<file path="config.mk">
export PLATFORM = sky130hd
export DESIGN_NAME = ex_muldiv_unit
export DESIGN_NICKNAME = d
export VERILOG_FILES = /design/src/rtl/ex_muldiv_pkg.sv /design/src/rtl/ex_muldiv_datapath.sv /design/src/rtl/ex_muldiv_unit.sv
export SDC_FILE = /design/constraint.sdc
export NUM_CORES = 1
export LEC_CHECK = 0
export BUFFER_PORTS_ARGS = -buffer_cell sky130_fd_sc_hd__buf_4
export CORE_MARGIN = 4
export CORE_UTILIZATION = 34
export CTS_BUF_LIST = sky130_fd_sc_hd__clkbuf_8
export CTS_CLUSTER_DIAMETER = 30
export CTS_CLUSTER_SIZE = 16
export DETAILED_ROUTE_END_ITERATION = 8
export SKIP_LAST_GASP = 1
export SLEW_MARGIN = 5
export SYNTH_ARGS = -nofsm -noshare
export SYNTH_HDL_FRONTEND = slang
export SYNTH_SLANG_ARGS = --single-unit
</file>
<file path="constraint.sdc">
create_clock -name clk -period 8.2 [get_ports clk]
set_input_delay 0.82 -clock clk [delete_from_list [all_inputs] [get_ports clk]]
set_output_delay 0.82 -clock clk [all_outputs]
set_load 0.005 [all_outputs]
</file>
<file path="src/rtl/ex_muldiv_pkg.sv">
// Shared definitions for the iterative multiply/divide unit.
// Op encodings, FSM states and the iteration counter width.
package ex_muldiv_pkg;

   typedef enum logic [1:0] {
      MD_MULT  = 2'b00,
      MD_MULTU = 2'b01,
      MD_DIV   = 2'b10,
      MD_DIVU  = 2'b11
   } md_op_e;

   typedef enum logic [1:0] {
      IDLE = 2'b00,
      RUN  = 2'b01,
      FIX  = 2'b10
   } md_state_e;

   localparam int MD_WIDTH = 32;

   // The counter must reach WIDTH-1, so clog2(WIDTH) bits suffice.
   function automatic int mdCntW(input int w);
      return (w > 2) ? $clog2(w) : 1;
   endfunction

   localparam int MD_CNT_W = mdCntW(MD_WIDTH);

endpackage

</file>
<file path="src/rtl/ex_muldiv_datapath.sv">
// Radix-2 shift-add multiply / restoring divide datapath.
// Works on magnitudes; the result signs are applied combinationally for FIX.
module ex_muldiv_datapath
   import ex_muldiv_pkg::*;
#(
   parameter int WIDTH = MD_WIDTH
) (
   input  logic             clk,
   input  logic             rst_n,
   input  logic             load,
   input  logic             step,
   input  logic             zeroDiv,
   input  md_op_e           op,
   input  logic [WIDTH-1:0] rs_data,
   input  logic [WIDTH-1:0] rt_data,
   output logic [WIDTH-1:0] resHi,
   output logic [WIDTH-1:0] resLo
);

   logic               isMul, negRes, negRem;
   logic [WIDTH-1:0]   bReg, hiReg, loReg;
   logic               isSigned, aNeg, bNeg;
   logic [WIDTH-1:0]   aMag, bMag;
   logic [WIDTH:0]     mulSum, divShift, divDiff;
   logic [2*WIDTH-1:0] prod, prodFix;

   assign isSigned = (op == MD_MULT) || (op == MD_DIV);
   assign aNeg     = isSigned & rs_data[WIDTH-1];
   assign bNeg     = isSigned & rt_data[WIDTH-1];
   assign aMag     = aNeg ? -rs_data : rs_data;
   assign bMag     = bNeg ? -rt_data : rt_data;

   assign mulSum   = {1'b0, hiReg} + (loReg[0] ? {1'b0, bReg} : '0);
   // Partial remainder stays below the divisor, so bit WIDTH of the
   // difference is a reliable borrow flag.
   assign divShift = {hiReg, loReg[WIDTH-1]};
   assign divDiff  = divShift - {1'b0, bReg};

   always_ff @(posedge clk or negedge rst_n) begin
      if (!rst_n) begin
         isMul  <= 1'b0;
         negRes <= 1'b0;
         negRem <= 1'b0;
         bReg   <= '0;
         hiReg  <= '0;
         loReg  <= '0;
      end else if (load) begin
         isMul  <= ~op[1];
         negRes <= ~zeroDiv & (aNeg ^ bNeg);
         negRem <= ~zeroDiv & op[1] & aNeg;
         bReg   <= bMag;
         // A zero divide preloads its final answer; FIX passes it through.
         hiReg  <= zeroDiv ? rs_data : '0;
         loReg  <= zeroDiv ? '1 : aMag;
      end else if (step) begin
         if (isMul) begin
            {hiReg, loReg} <= {mulSum, loReg[WIDTH-1:1]};
         end else if (!divDiff[WIDTH]) begin
            hiReg <= divDiff[WIDTH-1:0];
            loReg <= {loReg[WIDTH-2:0], 1'b1};
         end else begin
            hiReg <= {hiReg[WIDTH-2:0], loReg[WIDTH-1]};
            loReg <= {loReg[WIDTH-2:0], 1'b0};
         end
      end
   end

   assign prod    = {hiReg, loReg};
   assign prodFix = negRes ? -prod : prod;

   always_comb begin
      resHi = negRem ? -hiReg : hiReg;
      resLo = negRes ? -loReg : loReg;
      if (isMul) begin
         resHi = prodFix[2*WIDTH-1:WIDTH];
         resLo = prodFix[WIDTH-1:0];
      end
   end

endmodule

</file>
<file path="src/rtl/ex_muldiv_unit.sv">
// EX-stage MULT/MULTU/DIV/DIVU unit: FSM, iteration counter, stall/done
// and the architectural HI/LO registers.
module ex_muldiv_unit
   import ex_muldiv_pkg::*;
#(
   parameter int WIDTH = MD_WIDTH
) (
   input  logic             clk,
   input  logic             rst_n,
   input  logic             start,
   input  logic [1:0]       op,
   input  logic [WIDTH-1:0] rs_data,
   input  logic [WIDTH-1:0] rt_data,
   input  logic             flush,
   output logic             stall,
   output logic             done,
   output logic             div_by_zero,
   output logic [WIDTH-1:0] hi,
   output logic [WIDTH-1:0] lo
);

   localparam int CW = mdCntW(WIDTH);
   localparam logic [CW-1:0] LAST = CW'(WIDTH - 1);

   md_state_e        state, stateNext;
   logic [CW-1:0]    cnt;
   logic             zeroReq, zeroPend, accept;
   logic [WIDTH-1:0] resHi, resLo;

   assign zeroReq = op[1] && (rt_data == '0);
   assign accept  = (state == IDLE) && start && !flush;
   assign stall   = (state != IDLE);

   always_ff @(posedge clk or negedge rst_n) begin
      if (!rst_n) state <= IDLE;
      else        state <= stateNext;
   end

   always_comb begin
      stateNext = state;
      if (flush) begin
         stateNext = IDLE;
      end else begin
         case (state)
            IDLE:    if (start) stateNext = zeroReq ? FIX : RUN;
            RUN:     if (cnt == LAST) stateNext = FIX;
            FIX:     stateNext = IDLE;
            default: stateNext = IDLE;
         endcase
      end
   end

   always_ff @(posedge clk or negedge rst_n) begin
      if (!rst_n) begin
         cnt         <= '0;
         done        <= 1'b0;
         div_by_zero <= 1'b0;
         zeroPend    <= 1'b0;
         hi          <= '0;
         lo          <= '0;
      end else begin
         done <= (state == FIX) && !flush;
         cnt  <= (state == RUN && !flush) ? cnt + 1'b1 : '0;
         if (accept) begin
            zeroPend    <= zeroReq;
            div_by_zero <= 1'b0;
         end
         // A flushed op never reaches here, so HI/LO keep their old values.
         if (state == FIX && !flush) begin
            hi          <= resHi;
            lo          <= resLo;
            div_by_zero <= zeroPend;
         end
      end
   end

   ex_muldiv_datapath #(.WIDTH(WIDTH)) u_dp (
      .clk     (clk),
      .rst_n   (rst_n),
      .load    (accept),
      .step    (state == RUN),
      .zeroDiv (zeroReq),
      .op      (md_op_e'(op)),
      .rs_data (rs_data),
      .rt_data (rt_data),
      .resHi   (resHi),
      .resLo   (resLo)
   );

endmodule
</file>
# Word-level counts from Yosys, hierarchy flattened
# Cells that the tools add are included.
# word_totals
ff_bits	173
latchBits	0
mem_bits_rw	0
rom_bits	0
out_inout_bits	67
word_cells	75
n_memories	0
# op_classes
n_addsub	8
n_mul	0
div	0
magnitude_cmp	0
n_eq_ne	6
shift	0
muxes	26
bitwise_logic	8
n_reduce_logical	14
# ops
cell	count
2-to-1 mux 32 bit	16
negator 32 bit	4
2-to-1 mux 64 bit	1
negator 64 bit	1
adder 32 x 33 -> 33 bit	1
subtractor 33 x 32 -> 33 bit	1
zero test 32 bit	1
2-to-1 mux 2 bit	4
!= test 3 bit, second input constant	2
nonzero test 2 bit	3
adder 5 x 1 -> 5 bit, second input constant	1
bitwise AND 1 bit	5
== test 5 bit, second input constant	1
logical AND 1 bit	5
2-to-1 mux 5 bit	1
== test 2 bit, second input constant	2
zero test 2 bit	2
one-hot mux 2 bit (2 select lines)	1
2-to-1 mux 1 bit	3
== test 2 x 1 -> 1 bit, second input constant	1
NOT 1 bit	2
AND reduction 2 bit	1
zero test 1 bit	1
logical OR 1 bit	1
XOR 1 bit	1

# Logic depth before layout (Yosys ltp)
# Gate-level depths: netlist of the first run.
# depth
ltp_word	6
ltp_mapped	15
depth_no_buf	13

# Cells and area by module
# A second synthesis of the first run with hierarchy kept.
# hier_totals
hier_cells	1698
area_unflattened_um2	14286.2
# modules_own_cells
mod	instances	cells_per_inst	area_each_um2	seq_area_each_um2
ex_muldiv_datapath	1	1518	11388.4	2477.4
ex_muldiv_unit	1	180	2897.8	1851.8

# Least setup slack after synthesis of the first run
# No wires, ideal clock.
# synth_timing
kind	register -> register
start	register u_dp.loReg[31]
end	register u_dp.hiReg[22]
setup_time_ns	0.144
t_arrival_ns	3.226
required_ns	8.056
slack_ns	4.830
stages_incl_launch_ff	15
path_buffers	1
cell_sequence	dfrtp_1 > inv_1 > ha_1 > fa_1 > nor2b_1 > o31a_1 > o21ai_0 > a21boi_0 > o31ai_1 > a211oi_1 > nor3_1 > nor2_1 > clkbuf_1 > mux2i_1 > a21oi_1
# synth_between
elab_chain_cells	5
# synth_rtl
element	line	source
start, declared	ex_muldiv_datapath.sv:21	logic [WIDTH-1:0] bReg, hiReg, loReg;
start signal, assigned	ex_muldiv_datapath.sv:54	loReg <= zeroDiv ? '1 : aMag;
start signal, assigned	ex_muldiv_datapath.sv:57	{hiReg, loReg} <= {mulSum, loReg[WIDTH-1:1]};
start signal, assigned	ex_muldiv_datapath.sv:60	loReg <= {loReg[WIDTH-2:0], 1'b1};
subtractor 33 x 32 -> 33 bit	ex_muldiv_datapath.sv:37	assign divDiff = divShift - {1'b0, bReg};
2-to-1 mux 32 bit	ex_muldiv_datapath.sv:58	end else if (!divDiff[WIDTH]) begin
2-to-1 mux 32 bit	ex_muldiv_datapath.sv:56	if (isMul) begin
2-to-1 mux 32 bit	ex_muldiv_datapath.sv:55	end else if (step) begin
2-to-1 mux 32 bit	ex_muldiv_datapath.sv:47	end else if (load) begin
end signal, assigned	ex_muldiv_datapath.sv:57	
end signal, assigned	ex_muldiv_datapath.sv:59	hiReg <= divDiff[WIDTH-1:0];
end signal, assigned	ex_muldiv_datapath.sv:62	hiReg <= {hiReg[WIDTH-2:0], loReg[WIDTH-1]};
end, declared	ex_muldiv_datapath.sv:21	
# No other way between the ends. The select of a mux whose other input is x is not followed.
# A chain may end at the register's enable or synchronous reset.

# Worst setup path after layout of the first run
# layout_timing
start	register u_dp.loReg[31]
end	register u_dp.hiReg[0]
# layout_between
elab_chain_cells	5
# layout_rtl
element	line
subtractor 33 x 32 -> 33 bit	ex_muldiv_datapath.sv:37
2-to-1 mux 32 bit *	ex_muldiv_datapath.sv:58
2-to-1 mux 32 bit *	ex_muldiv_datapath.sv:56
2-to-1 mux 32 bit *	ex_muldiv_datapath.sv:55
2-to-1 mux 32 bit *	ex_muldiv_datapath.sv:47
# Mark *: on every way between the ends. The rest lies on a longest branch, timed or not. The select of a mux whose other input is x is not followed.

==> out/metrics.cfg, run 1 <==
[sta]
slew_headroom_pct = 24.76
tns_ns = 0
skew_ns = 0.03173
rsz0062_at_grt = no
slew_viol_final = 0
period_share_pct = 59.15
tightest_slew_ns = 1.124
hold_viol = 0
max_freq_mhz = 206.2
final-setup-viol-count = 0
post-route-min-period_ns = 4.850

[synth]
synth_warnings = 0
synthFlopType = dfrtp_1
syn_inst = 1821
syn_area_um2 = 14150
synth_seq_cells = 173
ys_types = 65
ys_seq_area_share_pct = 30.60
synth_edf_count = 0
synth_fp_nets = 1963
avgSynthCellArea_um2 = 7.768
ys_async_sr_fraction_pct = 100.0

[drt]
wl_per_cell_um = 20.36
antenna_left = 0
drt_first_iter_violations = 1395
first_pass_iters = 6
drc_errors = 0
viasPerCell = 5.667
num_vias = 13770
totalWireLength_mm = 49.45

[floorplan]
pin_count = 137
die_x_um = 212.0
initial_core_util_pct = 34.49
dieArea_um2 = 44930
fp-row-count = 74
die_y_um = 212.0
fp.coreArea_um2 = 41020

[power]
p_leak_uw = 0.006907
power_density_nw_per_um2 = 318.7
ir_worst_vdd_uv = 148.8

[worst_setup_path]
cpPeakStageDelay_ns = 0.77
worst-setup-path-type = flip-flop to flip-flop
cp-start-kind = flip-flop
required_ns = 8.65
crit_chain = inv_1 -> ha_1 -> fa_1 -> nor2b_1 -> o31a_1 -> o21ai_0 -> a21boi_0 -> o31ai_1 -> a211oi_1 -> o21a_1 -> nor2_1 -> buf_4 -> a2111oi_0 -> a2bb2oi_1
arrival_ns = 5.30
critPathCaptureType = flip-flop
cp_max_fo = 21
cp_slowest_cell = o21a_1

[global_route]
gr-total-overflow = 0
gr-usage-all-layers_pct = 21.57
grt_pass1_vias = 13080
grt_max_degree = 116
grt_pass1_wl_mm = 76.47
antenna_found_initial = 0

[run]
cap_violations = 0

[cells_and_area]
layout-drive-gt1-share_pct = 10.70
syn2layout_area_growth_pct = 12.66
fin_nets = 2026
antenna_cells = 0
fillers = 4301
finalCoreUtilization_pct = 38.85

[clock_tree]
cts-resized-gates = 0
cts_max_level = 4
cts_made_buffers = 17
holdBufCountCts = 0
clockBufferDepth = 2
cts_root_buffer = clkbuf_8
clk_pin_slew_ns = 0.13
cts_tree = done
post_cts_buffers = 0
clk-insertion-delay-late_ns = 0.53
cts_sinks = 173

[hold_path]
hp-class = input pin to async pin

[placed_design]
dp_hpwl_mm = 38.03
portBuffers = 136
gp_congestion = 0.9377

[run_status]
status = completed

## placed cells by master (no fill, tap or decap), drive strengths merged, types with 10 or more instances in the layout
cell,netlist,final
a211oi,44,44
a21o,29,29
a21oi,159,159
a22oi,10,10
a31oi,29,29
and3,19,19
buf,14,151
clkbuf,93,17
dfrtp,173,173
ha,70,70
inv,68,76
mux2i,38,38
nand2,221,221
nand2b,12,12
nand3,30,30
nand4,12,12
nor2,166,166
nor2b,14,14
nor3,46,46
nor4,21,21
o211ai,12,12
o21a,11,11
o21ai,200,200
o31ai,21,21
o41ai,11,11
or3,22,22
or4,11,11
xnor2,93,93
xor2,82,82
## routing by layer
metal / vias to the layer above / track usage, % / wire (µm)
li1: 6649 / - / -
met1: 6489 / 31.83 / 23200
met2: 542 / 32.06 / 21050
met3: 86 / 2.995 / 3361
met4: 0 / 8.115 / 1836
met5: - / 0 / 0
## metrics by stage
stage	power (µW)	hold slack, ns	cells	area [µm²]	setup slack, ns
floorplan	3447	0.4328	1821	14150	4.830
global placement	4365	0.4532	2397	15550	3.150
detailed placement	4383	0.4538	2397	15550	3.030
CTS	5021	0.2271	2429	15940	3.457
global route	5461	0.2394	2429	15940	2.928
finish	5079	0.2199	2429	15940	3.350
## logic make-up (layout without fill, tap and decap cells)
| logic type | Yosys count | after routing | synth area share (%) |
|---|---|---|---|
| compound gates | 584 | 584 | 24.92 |
| fa+ha+maj | 72 | 72 | 6.474 |
| simple gates | 603 | 603 | 19.72 |
| mux | 38 | 38 | 2.689 |
| buf+inv | 176 | 252 | 4.758 |
| flops | 173 | 173 | 30.60 |
| xor+xnor | 175 | 175 | 10.83 |
## state kept, by name, indices dropped and copies added, names as in the netlist
name         count
hi              32
state            2
zeroPend         1
div_by_zero      1
u_dp.loReg      32
u_dp.hiReg      32
lo              32
u_dp.bReg       32
u_dp.negRem      1
u_dp.negRes      1
done             1
cnt              5
u_dp.isMul       1
## area by class of cell
| type | instances | area, µm² | area share [%] |
|---|---|---|---|
| multi-input combinational | 1472 | 9160 | 57.48 |
| sequential | 173 | 4330 | 27.17 |
| timing repair buffer | 151 | 1137 | 7.137 |
| tap | 532 | 665.6 | 4.177 |
| inverter | 69 | 259.0 | 1.625 |
| clock buffer | 17 | 234.0 | 1.468 |
| clock inverter | 15 | 150.1 | 0.9421 |
## power by group
| group | internal (µW) | switching (µW) |
|---|---|---|
| Sequential | 1010 | 413 |
| Clock | 225 | 396 |
| Combinational | 1160 | 1870 |
## Yosys cell counts (4+ instances only)
library cell / number / area (µm²)
nand2_1: 220 / 825.8
o21ai_0: 191 / 955.9
dfrtp_1: 173 / 4329
nor2_1: 166 / 623.1
a21oi_1: 159 / 795.8
clkbuf_1: 93 / 349.1
xnor2_1: 93 / 814.5
xor2_1: 82 / 718.2
ha_1: 70 / 875.8
inv_1: 68 / 255.2
nor3_1: 46 / 230.2
a211oi_1: 44 / 330.3
mux2i_1: 38 / 380.4
nand3_1: 30 / 150.1
a21o_1: 29 / 217.7
a31oi_1: 29 / 181.4
nor4_1: 21 / 131.4
o31ai_1: 21 / 157.7
or3_1: 21 / 131.4
and3_1: 19 / 118.9
nor2b_1: 14 / 87.58
nand2b_1: 12 / 75.07
nand4_1: 12 / 75.07
o211ai_1: 12 / 90.09
o21a_1: 11 / 82.58
a22oi_1: 10 / 75.07
o41ai_1: 10 / 87.58
buf_1: 9 / 33.78
or4_1: 9 / 67.56
o21ai_1: 8 / 40.04
a221oi_1: 7 / 61.31
and2_1: 7 / 43.79
o21bai_1: 7 / 52.55
a22o_1: 6 / 52.55
o22ai_1: 6 / 37.54
nand3b_1: 5 / 37.54
o311ai_0: 5 / 43.79
or2_2: 5 / 31.28
a2111oi_0: 4 / 35.03
and3b_1: 4 / 35.03
buf_2: 4 / 20.02
nor3b_1: 4 / 30.03
## worst max-delay path, delay by kind of cell (launching register included)
family | cells | cell delay (ns)
AO/OA/AOI/OAI | 8 | 2.95
adder cells (fa/ha/maj) | 2 | 0.63
flip-flops | 1 | 0.48
buffers and inverters | 2 | 0.38
AND/OR/NAND/NOR | 2 | 0.31
## path summary, 6_finish.rpt
check | start | endpoint | slack (ns) | cells past startpoint
hold / removal | rst_n | lo[11]$_DFFE_PN0P_ | 0.22 | 1
hold reg to reg | cnt[0]$_DFF_PN0_ | cnt[0]$_DFF_PN0_ | 0.46 | 1
setup reg to reg | u_dp.loReg[31]$_DFFE_PN0P_ | u_dp.hiReg[0]$_DFFE_PN0P_ | 3.35 | 14
min in group clk | cnt[0]$_DFF_PN0_ | cnt[0]$_DFF_PN0_ | 0.46 | 1
max in group asynchronous | rst_n | u_dp.hiReg[28]$_DFFE_PN0P_ | 6.00 | 3
setup / recovery | u_dp.loReg[31]$_DFFE_PN0P_ | u_dp.hiReg[0]$_DFFE_PN0P_ | 3.35 | 14
Power figures use the tool's default switching activity.
==> run 2: changes to the inputs <==
clock period = 4 ns   (was 8.2 ns; I/O delays follow)
==> out/metrics.cfg, run 2 (synthesis gave the netlist of run 1 again) <==
[run_status]
status = completed

[sta]
period_share_pct = 94.34  ; +35 points
hold_viol = 0  ; unchanged
skew_ns = 0.03185  ; +0.0001179 ns
tightest_slew_ns = 0.9788  ; -0.1456 ns
slew_viol_final = 0  ; unchanged
rsz0062_at_grt = yes
final-setup-viol-count = 0  ; unchanged
slew_headroom_pct = 34.50  ; +9.7 points
tns_ns = 0  ; unchanged
max_freq_mhz = 265.0  ; +29%
post-route-min-period_ns = 3.774  ; -1.076 ns

[cells_and_area]
layout_commonest_cell = nand2_1
syn2layout_area_growth_pct = 15.30
final_cell_mix = nand2_1 (219), o21ai_0 (191), buf_4 (191), dfrtp_1 (172), nor2_1 (166)
antenna_cells = 0  ; unchanged
fin_nets = 2070  ; +2.2%
layout-drive-gt1-share_pct = 12.73  ; +2.0 points
finalCoreUtilization_pct = 39.77  ; +0.91 points
fillers = 4272  ; -0.67%

[drt]
wl_met3_mm = 3.782  ; +13%
drc_errors = 0  ; unchanged
drt_first_iter_violations = 1512  ; +8.4%
totalWireLength_mm = 51.17  ; +3.5%
antenna_left = 0  ; unchanged
wl_per_cell_um = 20.69  ; +1.6%
wl_met1_mm = 23.72  ; +2.2%
wl_met2_mm = 21.81  ; +3.6%
first_pass_iters = 6  ; unchanged
highest_layer = met4
num_vias = 14180  ; +3.0%
viasPerCell = 5.736  ; +1.2%

[clock_tree]
clk-insertion-delay-late_ns = 0.53  ; about the same
clockBufferDepth = 2  ; unchanged
clk_pin_slew_ns = 0.11  ; -0.02 ns
cts_root_buffer = clkbuf_8
post_cts_buffers = 0  ; unchanged
cts_made_buffers = 17  ; unchanged
cts_tree = done
cts_max_level = 4  ; unchanged
cts_sinks = 173  ; unchanged

[worst_setup_path]
critPathCaptureType = flip-flop
startpoint = u_dp.loReg[31]$_DFFE_PN0P_
cpPeakStageDelay_ns = 0.49  ; -0.28 ns
arrival_ns = 4.22  ; -1.08 ns
reg2reg_from = u_dp.loReg[31]$_DFFE_PN0P_
cp-start-kind = flip-flop
cp_top_family = compound AO/OA/AOI/OAI gates
cp_slowest_cell = a2111oi_0
cp_max_fo = 8  ; -62%
required_ns = 4.44  ; -4.21 ns
crit_chain = inv_1 -> ha_1 -> fa_1 -> nor2b_1 -> o31a_1 -> o21ai_0 -> a21boi_0 -> o31ai_1 -> a211oi_1 -> buf_4 -> nor3_2 -> nor2_1 -> a2111oi_0 -> a2bb2oi_1
worst-setup-path-type = flip-flop to flip-flop
worst-path-buf-inv = 2  ; unchanged

[power]
p_leak_uw = 0.007147  ; +3.5%
ir_worst_vdd_uv = 275.0  ; +85%
power_density_nw_per_um2 = 658.2  ; +110%

[global_route]
antenna_found_initial = 0  ; unchanged
gr-total-overflow = 0  ; unchanged
grt_pass1_vias = 13270  ; +1.4%
grt_pass1_wl_mm = 79.06  ; +3.4%
grt_max_degree = 82  ; -29%
gr-usage-all-layers_pct = 22.38  ; +0.81 points

[placed_design]
dp_hpwl_mm = 40.20  ; +5.7%
portBuffers = 136  ; unchanged
gp_congestion = 0.9684  ; +3.3%

[floorplan]
pin_count = 137  ; unchanged
dieArea_um2 = 44930  ; unchanged
fp-row-count = 74  ; unchanged
fp.coreArea_um2 = 41020  ; unchanged
initial_core_util_pct = 34.49  ; unchanged
die_y_um = 212.0  ; unchanged
die_x_um = 212.0  ; unchanged

[run]
cap_violations = 0  ; unchanged

[hold_path]
hp-class = input pin to flip-flop
hold_start = flush

==> run 2: changes by cell type in the layout (fill, tap and decap cells not counted), sizes merged <==
| cell | change |
|---|---|
| clkinvlp | -3 |
| dlygate4sd3 | +1 |
| buf | +43 |
| clkinv | +1 |
| inv | +2 |
==> run 2: final timing paths <==
path,slack (ns),endpoint,cells past startpoint
hold reg to reg,0.47,cnt[0]$_DFF_PN0_,1
min in group asynchronous,0.41,lo[19]$_DFFE_PN0P_,2
setup reg to reg,0.23,u_dp.hiReg[0]$_DFFE_PN0P_,14
setup / recovery,0.23,u_dp.hiReg[0]$_DFFE_PN0P_,14
hold / removal,0.06,state[1]$_DFFE_PN0P_,2
max in group asynchronous,2.47,u_dp.bReg[8]$_DFFE_PN0P_,3
==> run 2: what timing repair did <==
| action | in CTS | in global routing |
|---|---|---|
| endpoints found under the hold margin | 64 | 0 |
| endpoints found under the setup margin | 0 | 13 |
| hold buffers | 1 | 0 |
| gates resized for setup | 0 | 3 |
==> run 2: power breakdown <==
| group | internal, µW | switching (µW) |
|---|---|---|
| Sequential | 2080 | 582 |
| Combinational | 2600 | 4180 |
| Clock | 476 | 827 |
| Total | 5150 | 5580 |
==> run 2: worst reg2reg max path: cells and delay by family (launching register included) <==
kind,cells,cell delay (ns)
fa+ha+maj,2,0.43
buf+inv,2,0.35
simple gates,3,0.58
flops,1,0.46
compound gates,7,1.90
==> run 2: final cells by class <==
class	count	area (µm²)	share of cell area (%)
multi-input combinational	1472	9164	56.18
sequential	173	4330	26.55
timing repair buffer	195	1486	9.113
tap	532	665.6	4.081
inverter	69	259.0	1.588
clock buffer	17	234.0	1.434
clock inverter	15	171.4	1.051
==> run 2: per-layer routing <==
layer,vias up,GRT usage [%]
met5,-,0
met4,0,7.892
met3,92,3.158
met2,633,33.42
met1,6723,33.07
li1,6736,-
==> run 2: per-stage QoR <==
step / hold WS, ns / setup slack [ns] / cells / instance area [µm²] / total power, µW
CTS: 0.03496 / 0.1738 / 2473 / 16300 / 10580
global placement: 0.4277 / 0.2840 / 2440 / 15890 / 9271
global route: 0.05014 / -0.01539 / 2473 / 16310 / 11510
detailed placement: 0.4183 / 0.2070 / 2440 / 15890 / 9246
floorplan: 0.1044 / 0.6297 / 1821 / 14150 / 7066
finish: 0.06474 / 0.2262 / 2473 / 16310 / 10740
==> run 3: changes to the inputs <==
CAP_MARGIN = 10   (was default)
clock period = 4.25 ns   (was 4 ns; I/O delays follow)
==> out/metrics.cfg, run 3 (synthesis gave the netlist of run 1 again) <==
[run_status]
status = completed

[worst_setup_path]
critPathCaptureType = flip-flop
cp-start-kind = flip-flop
crit_top_cell = a211oi_1
cp_max_fo = 8  ; unchanged
cpPeakStageDelay_ns = 0.45  ; -0.04 ns
required_ns = 4.69  ; +0.25 ns
arrival_ns = 4.45  ; +0.23 ns
crit_chain = inv_1 -> ha_1 -> fa_1 -> nor2b_1 -> o31a_1 -> o21ai_0 -> a21boi_0 -> o31ai_1 -> a211oi_1 -> buf_4 -> or3_1 -> nand2_1 -> o311a_1 -> a211oi_1
cp_slowest_cell = dfrtp_1
worst-path-buf-inv = 2  ; unchanged
worst-setup-path-type = flip-flop to flip-flop
cp_top_family = compound AO/OA/AOI/OAI gates

[power]
ir_worst_vdd_uv = 238.6  ; -13%
swShare_pct = 51.78  ; -0.24 points
power_density_nw_per_um2 = 614.0  ; -6.7%
p_switching_uw = 5166  ; -7.5%
clkPwrFrac_pct = 12.3  ; +0.2 points
p_leak_uw = 0.007107  ; -0.56%
p_total_uw = 9976  ; -7.1%
pwr-share-comb_pct = 62.5  ; -0.6 points
p_int_uw = 4810  ; -6.6%
seq_power_share_pct = 25.2  ; +0.4 points

[sta]
post-route-min-period_ns = 4.014  ; +0.2403 ns
worst_slack_ns = 0.2359  ; +0.009727 ns
period_share_pct = 94.45  ; +0.10 points
max_freq_mhz = 249.1  ; -6.0%
rsz0062_at_grt = no
tightest_slew_ns = 1.061  ; +0.08265 ns
slew_viol_final = 0  ; unchanged
slew_headroom_pct = 28.97  ; -5.5 points
tns_ns = 0  ; unchanged
hold_viol = 0  ; unchanged
skew_ns = 0.02471  ; -0.007140 ns
final-setup-viol-count = 0  ; unchanged

[drt]
viasPerCell = 5.666  ; -1.2%
drt_first_iter_violations = 1391  ; -8.0%
wl_per_cell_um = 20.24  ; -2.2%
first_pass_iters = 5  ; -1
drc_errors = 0  ; unchanged
num_vias = 13980  ; -1.5%
antenna_left = 0  ; unchanged
totalWireLength_mm = 49.94  ; -2.4%

[run]
cap_violations = 0  ; unchanged

[floorplan]
fp.coreArea_um2 = 41020  ; unchanged
initial_core_util_pct = 34.49  ; unchanged
die_x_um = 212.0  ; unchanged
dieArea_um2 = 44930  ; unchanged
pin_count = 137  ; unchanged
fp-row-count = 74  ; unchanged
die_y_um = 212.0  ; unchanged

[placed_design]
pre_cts_ws_ns = 0.3604  ; +0.1534 ns
dpl.cell_count = 2433  ; -0.29%
gp_congestion = 0.9589  ; -0.98%
placed_area_um2 = 15830  ; -0.33%
portBuffers = 136  ; unchanged
dp_hpwl_mm = 38.81  ; -3.4%

[global_route]
gr-usage-all-layers_pct = 21.70  ; -0.68 points
grt_max_degree = 110  ; +34%
gr-max-usage-layer = met1
met3_usage_pct = 2.922  ; -0.24 points
grt_pass1_vias = 13190  ; -0.60%
gr-total-overflow = 0  ; unchanged
use_met1_pct = 32.34  ; -0.73 points
grt_pass1_wl_mm = 76.90  ; -2.7%
antenna_found_initial = 0  ; unchanged
grt_util_met2_pct = 32.21  ; -1.2 points

[cells_and_area]
postLayoutCellArea_um2 = 16250  ; -0.39%
layout-drive-gt1-share_pct = 12.40  ; -0.32 points
layout_commonest_cell = nand2_1
final_cell_mix = nand2_1 (219), o21ai_0 (191), buf_4 (186), dfrtp_1 (172), nor2_1 (166)
final_cells = 2467  ; -0.24%
fin_nets = 2064  ; -0.29%
antenna_cells = 0  ; unchanged
syn2layout_area_growth_pct = 14.85

[clock_tree]
cts_tree = done
clk_pin_slew_ns = 0.11  ; about the same
clockBufferDepth = 2  ; unchanged
clk-insertion-delay-late_ns = 0.52  ; about the same
cts_sinks = 173  ; unchanged
cts_made_buffers = 17  ; unchanged
cts_root_buffer = clkbuf_8
cts-resized-gates = 0  ; unchanged
cts_max_level = 4  ; unchanged

[hold_path]
hp-class = input pin to flip-flop

[run 3: cell types whose count changed in the layout (fill, tap and decap cells not counted), sizes merged]
cell | before | now
buf | 194 | 188
clkinvlp | 0 | 1
inv | 78 | 75
clkbuf | 17 | 18
clkinv | 6 | 7
[run 3: per-layer routing]
layer	vias up	wire [µm]	share of wire, %
met1	6567	23160	46
met3	65	3912	7.8
met5	-	0	0
li1	6707	-	-
met4	0	1573	3.2
met2	638	21290	43
[run 3: final timing paths]
kind,depth (start not counted),to,from,slack [ns]
setup reg to reg,14,u_dp.hiReg[16]$_DFFE_PN0P_,u_dp.loReg[31]$_DFFE_PN0P_,0.24
setup / recovery,14,u_dp.hiReg[16]$_DFFE_PN0P_,u_dp.loReg[31]$_DFFE_PN0P_,0.24
hold reg to reg,1,cnt[0]$_DFF_PN0_,cnt[0]$_DFF_PN0_,0.47
max in group asynchronous,3,u_dp.isMul$_DFFE_PN0P_,rst_n,2.77
min in group asynchronous,2,lo[19]$_DFFE_PN0P_,rst_n,0.44
hold / removal,2,state[1]$_DFFE_PN0P_,flush,0.08
[run 3: repair_timing]
action / in CTS / in global routing
setup buffers: 0 / 0
hold endpoints to repair: 64 / 0
hold buffers: 1 / 0
[run 3: area by class of cell]
type / count / area (µm²)
flip-flops and latches: 173 / 4330
repair buffers: 189 / 1438
well taps: 532 / 665.6
clock inverters: 14 / 148.9
fillers: 4251 / 24770
multi-input cells: 1472 / 9158
inverters: 69 / 259.0
clock buffers: 18 / 247.7
[run 3: through the flow]
stage | utilization [%] | hold WS, ns
after floorplan | - | 0.1294
after global placement | 38.60 | 0.4488
after detailed placement | 38.60 | 0.4514
after CTS | 39.59 | 0.05991
after global routing | 39.61 | 0.07310
final | 39.61 | 0.08021
[run 3: power groups by stage]
stage,clock (µW),combinational [µW],sequential (µW)
after floorplan,0,4340,2310
after global placement,0,6050,2510
after detailed placement,0,6060,2520
after CTS,1250,6090,2490
after global routing,1310,6790,2560
final,1220,6240,2520
